`config.mk`:
```
export PLATFORM = sky130hd
export DESIGN_NAME = med_seq
export DESIGN_NICKNAME = d
export VERILOG_FILES = /design/src/rtl/med_pkg.sv /design/src/rtl/med_seq_mce.sv /design/src/rtl/med_seq.sv
export SDC_FILE = /design/constraint.sdc
export NUM_CORES = 1
export LEC_CHECK = 0
export ABC_AREA = 1
export BUFFER_PORTS_ARGS = -buffer_cell sky130_fd_sc_hd__buf_4
export CAP_MARGIN = 25
export CORE_MARGIN = 1
export CORE_UTILIZATION = 35
export DETAILED_ROUTE_END_ITERATION = 10
export PLACE_DENSITY = 0.54
export SLEW_MARGIN = 25
export SYNTH_ARGS = -nofsm -noshare
export SYNTH_HDL_FRONTEND = slang
export SYNTH_SLANG_ARGS = --single-unit
```
`constraint.sdc`:
```
create_clock -name CLK -period 3.4 [get_ports CLK]
set_input_delay 0.17 -clock CLK [delete_from_list [all_inputs] [get_ports CLK]]
set_output_delay 0.17 -clock CLK [all_outputs]
set_load 0.02 [all_outputs]
```
`src/rtl/med_pkg.sv`:
```
// rtl/med_pkg.sv - shared state enum and counter-width helpers for the median sequencer
package med_pkg;

  typedef enum logic [1:0] {LOAD, COMPUTE, OUT} state_e;

  function automatic int cnt_w(input int n);
    return (n > 1) ? $clog2(n) : 1;
  endfunction

  // Pass counter spans P = (N+1)/2 passes.
  function automatic int pass_w(input int n);
    return cnt_w((n + 1) / 2);
  endfunction

endpackage

```
`src/rtl/med_seq_mce.sv`:
```
// rtl/med_seq_mce.sv - unsigned compare-exchange cell
module med_seq_mce #(
  parameter int WIDTH = 8
) (
  input  logic [WIDTH-1:0] A,
  input  logic [WIDTH-1:0] B,
  output logic [WIDTH-1:0] MAX,
  output logic [WIDTH-1:0] MIN
);

  logic a_ge_b;

  assign a_ge_b = (A >= B);
  assign MAX    = a_ge_b ? A : B;
  assign MIN    = a_ge_b ? B : A;

endmodule

```
`src/rtl/med_seq.sv`:
```
// rtl/med_seq.sv - sequential median filter over non-overlapping windows of N samples
// Each pass rotates the ring through one compare-exchange; pass P's winner is the median.
module med_seq
  import med_pkg::*;
#(
  parameter int WIDTH = 8,
  parameter int N     = 9
) (
  input  logic             CLK,
  input  logic             RST,
  input  logic [WIDTH-1:0] DI,
  input  logic             DSI,
  output logic             RDY,
  output logic [WIDTH-1:0] DO,
  output logic             DSO
);

  localparam int P  = (N + 1) / 2;
  localparam int CW = cnt_w(N);
  localparam int PW = pass_w(N);
  localparam logic [CW-1:0] LAST_CYC  = CW'(N - 1);
  localparam logic [PW-1:0] LAST_PASS = PW'(P - 1);

  if (N < 3 || (N % 2) == 0 || WIDTH < 1) begin : g_bad_param
    $error("med_seq: N must be odd and >= 3, WIDTH must be >= 1");
  end

  state_e           state_q, state_d;
  logic [CW-1:0]    smp_q, smp_d;
  logic [CW-1:0]    cyc_q, cyc_d;
  logic [PW-1:0]    pass_q, pass_d;
  logic [WIDTH-1:0] ring_q [N];
  logic [WIDTH-1:0] ring_d [N];
  logic [N-1:0]     rm_q, rm_d;
  logic [WIDTH-1:0] car_q, car_d;
  logic             car_rm_q, car_rm_d;
  logic [WIDTH-1:0] do_q, do_d;

  logic [WIDTH-1:0] cx_max, cx_min, win, lose;
  logic             win_rm, lose_rm;

  med_seq_mce #(.WIDTH(WIDTH)) u_mce (
    .A   (car_q),
    .B   (ring_q[0]),
    .MAX (cx_max),
    .MIN (cx_min)
  );

  // Removed entries always lose, so they sink back into the ring and never become the carry winner.
  always_comb begin
    win     = cx_max;
    win_rm  = 1'b0;
    lose    = cx_min;
    lose_rm = 1'b0;
    if (rm_q[0]) begin
      win     = car_q;
      win_rm  = car_rm_q;
      lose    = ring_q[0];
      lose_rm = 1'b1;
    end else if (car_rm_q) begin
      win     = ring_q[0];
      win_rm  = 1'b0;
      lose    = car_q;
      lose_rm = 1'b1;
    end
  end

  always_comb begin
    state_d  = state_q;
    smp_d    = smp_q;
    cyc_d    = cyc_q;
    pass_d   = pass_q;
    ring_d   = ring_q;
    rm_d     = rm_q;
    car_d    = car_q;
    car_rm_d = car_rm_q;
    do_d     = do_q;
    unique case (state_q)
      LOAD: begin
        car_rm_d = 1'b1;
        if (DSI) begin
          for (int i = 0; i < N - 1; i++) ring_d[i] = ring_q[i+1];
          ring_d[N-1] = DI;
          rm_d        = {1'b0, rm_q[N-1:1]};
          if (smp_q == LAST_CYC) begin
            smp_d   = '0;
            cyc_d   = '0;
            pass_d  = '0;
            state_d = COMPUTE;
          end else begin
            smp_d = smp_q + CW'(1);
          end
        end
      end
      COMPUTE: begin
        for (int i = 0; i < N - 1; i++) ring_d[i] = ring_q[i+1];
        ring_d[N-1] = lose;
        rm_d        = {lose_rm, rm_q[N-1:1]};
        car_d       = win;
        car_rm_d    = win_rm;
        if (cyc_q == LAST_CYC) begin
          cyc_d    = '0;
          car_rm_d = 1'b1;
          if (pass_q == LAST_PASS) begin
            do_d    = win;
            state_d = OUT;
          end else begin
            pass_d = pass_q + PW'(1);
          end
        end else begin
          cyc_d = cyc_q + CW'(1);
        end
      end
      OUT: begin
        state_d = LOAD;
      end
      default: state_d = LOAD;
    endcase
  end

  always_ff @(posedge CLK or posedge RST) begin
    if (RST) begin
      state_q  <= LOAD;
      smp_q    <= '0;
      cyc_q    <= '0;
      pass_q   <= '0;
      rm_q     <= '0;
      car_q    <= '0;
      car_rm_q <= 1'b1;
      do_q     <= '0;
      for (int i = 0; i < N; i++) ring_q[i] <= '0;
    end else begin
      state_q  <= state_d;
      smp_q    <= smp_d;
      cyc_q    <= cyc_d;
      pass_q   <= pass_d;
      rm_q     <= rm_d;
      car_q    <= car_d;
      car_rm_q <= car_rm_d;
      do_q     <= do_d;
      ring_q   <= ring_d;
    end
  end

  assign RDY = (state_q == LOAD);
  assign DSO = (state_q == OUT);
  assign DO  = do_q;

endmodule

```
==> out/qor.csv <==
stage,metric,value,unit
cts,clk buf depth,2,
job,maxcap violations,0,
cts,clock latency at the later pin of the worst-skew pair,350,ps
pwr,P_leak,0.002895,µW
placed_design,Port Buffer Count,20,
layout,Layout Cells excl Fill,761,
cts,"Reg clk slew, reported paths",80,ps
detailed_routing,Post-route DRC,0,
setup_path,reg2reg setup slack,1270,ps
status,status,finished clean,
global_route,first-pass GRT wire length,16190,µm
detailed_routing,routed vias,3387,
hold_path,hold crit path type,input pin to flip-flop,
timing,fmax,0.4686,GHz
global_route,total gr overflow,0,
die,Ports,21,
setup_path,Crit. End Element,flip-flop,
global_route,global-route usage over all layers,0.1436,
global_route,initial antenna violation count,0,
timing,RSZ-0062 raised after global routing,false,
timing,Clock Skews,8.822,ps
timing,Final Hold Vio Count,0,
timing,TNS Setup,0,ps
yosys,Synth warnings,0,
cts,CTS buffer count,9,
global_route,GR Layer Usage met1,0.2007,
timing,Final Cycle Share,0.6276,
setup_path,worst setup path endpoint,ring_q[1],
die,die height,120.7,µm
yosys,leading area contributor after synthesis,dfrtp_1,
layout,diodes inserted,0,
cts,Clock Sinks,111,
yosys,syn_nets,587,
cts,Clock Tree Root,clkbuf_16,
setup_path,CP Class,flip-flop to flip-flop,
yosys,synth cell count leaders,"nand2_1, dfrtp_1, o21ai_0, inv_1, nand3_1",
cts,cts hold-fix bufs,1,
placed_design,pre-CTS setup slack,1276,ps
setup_path,crit path from,state_q[1],
cts,H-Tree Depth,3,
detailed_routing,drt pass-1 iters,4,
detailed_routing,Antenna Nets Post-Route,0,
timing,Slew headroom,0.5194,
layout,Multi-input gate area,1762,µm²
yosys,number of enable flip-flop cells after synthesis,0,
placed_design,post-DP HPWL,6278,µm
global_route,grt met3 use,0.04198,
pwr,Pwr Density,463.9,nW/µm²
setup_path,RR Startpoint,state_q[1],
layout,layout cells sized above 1,0.1102,
setup_path,WP data required,3680,ps
yosys,syn_area_per_cell,8.776,µm²
placed_design,gpl congestion,0.7785,
cts,CTS resizes,0,
yosys,post-synthesis cell area,4932,µm²
setup_path,Register-to-Register Path Depth,9,
setup_path,Critical Path Fanout Max,37,
layout,register area,2779,µm²
die,Core Box Area,13830,µm²
cts,setup bufs post-CTS,0,
detailed_routing,drt wl/cell,12.30,µm
die,Die ar.,14570,µm²
global_route,largest net degree at the start of global routing,65,
die,DIE WIDTH,120.7,µm
pwr,total power,2565,µW
setup_path,WP data arrival,2410,ps
placed_design,dpl cells,744,
cts,CTS tree,yes,
global_route,routing usage on met2,0.2116,
layout,"Area growth, synth to finish",12.10,%
timing,Worst-Margin Slew,720.9,ps
yosys,fraction of registers with async set/reset,1.000,
yosys,"count leader, synth",nand2_1,
timing,Tmin final,2134,ps
yosys,Synth Flop Type,dfrtp_1,
timing,final slew viol count,0,
yosys,unique cell type count in the Yosys netlist,29,
timing,final setup margin,1266,ps
global_route,gr busiest metal,met2,
yosys,Yosys reg bits,111,
yosys,"top cells by area, synth","dfrtp_1, nand2_1, o21ai_0",
die,Row Count,43,
detailed_routing,1st-iter DRT viols,244,
detailed_routing,Routed WL,9361,µm
pwr,worst vdd ir,0.2553,mV
setup_path,worst r2r dst,ring_q[1],
global_route,vias in the first global route,3266,
layout,Fillers,1373,
yosys,Syn Inst Count,562,
die,initial core utilization,0.3567,
layout,Layout Nets,601,
yosys,area share of the largest cell type after synthesis,0.5581,
setup_path,CP Launch Type,flip-flop,
timing,Finish-stage setup viols,0,
detailed_routing,vias per std cell,4.451,
yosys,sequential area share after synthesis,0.5634,
per-layer routing:
metal,vias up,share of wire
li1,1786,-
met1,1557,0.52
met2,33,0.44
met3,11,0.027
met4,0,0.013
met5,-,0
where the power goes:
group          total (µW)  switching [µW]  internal (µW)
registers            1320               0           1320
logic                37.9            28.2           9.67
clock network        1210             485            723
worst max-delay path, cell delays in order (launching register included):
cell     delay, ps
dfrtp_1        450
nor2_4         160
nand2_2        160
inv_2          180
nor2_4          50
inv_2          400
buf_4          360
or2_1          140
inv_1           30
a21oi_1        130
flip-flops by register name, indices dropped and copies added, names as in the netlist:
name      cells
DO            8
car_q         8
rm_q          9
smp_q         4
state_q       2
pass_q        3
cyc_q         4
car_rm_q      1
ring_q       72
cell usage in the layout, fill, tap and decap left out:
cell             n
a211oi_4         1
a21oi_1         14
a31o_2           1
buf_4           25
bufinv_16        3
clkbuf_16        9
clkinv_1         1
clkinv_2         1
clkinv_4         1
clkinvlp_4       1
dfrtp_1        110
dfstp_2          1
dlygate4sd3_1    1
ha_1            14
inv_1           52
inv_2            4
inv_4            1
inv_6            1
nand2_1        218
nand2_2          2
nand2_4          2
nand3_1         22
nor2_1           7
nor2_2           1
nor2_4           3
nor4_2           1
o21a_1           1
o21ai_0         57
o21ai_1         14
o22ai_1          1
or2_1            2
or2_2            6
xnor2_1          2
xor2_1           1
final cells by class:
class                   instances  share of cell area
flip-flops and latches        111              0.5026
multi-input cells             370              0.3186
clock buffers                   9             0.04073
well taps                     180             0.04073
inverters                      58             0.03983
repair buffers                 26             0.03575
clock inverters                 7             0.02172
kinds of logic (layout without fill, tap and decap cells):
logic type | Yosys count | count (layout) | synth area share
and+or+nand+nor | 264 | 264 | 0.2215
buffers and inverters | 81 | 100 | 0.07940
adders and majority gates | 14 | 14 | 0.03552
DFF | 111 | 111 | 0.5634
AOI/OAI and AO/OA | 89 | 89 | 0.09488
xor gates and xnor gates | 3 | 3 | 0.005328
worst min path at each step:
stage,from,to,cells after the start
final,DI[0],ring_q[0],3
after global routing,DI[0],ring_q[0],3
after CTS,DI[0],ring_q[0],3
after detailed placement,RST,DO[1],2
after global placement,RST,DO[1],2
after floorplan,DI[0],ring_q[0],2
metrics by stage:
stage | hold slack [ps] | util | instance area [µm²]
floorplan | 400.5 | - | 4932
detailed placement | 364.8 | 0.3742 | 5174
global placement | 353.5 | 0.3742 | 5174
global route | 173.3 | 0.3999 | 5529
finish | 167.7 | 0.3999 | 5529
CTS | 160.5 | 0.3999 | 5529
(Power assumes the default switching activity.)
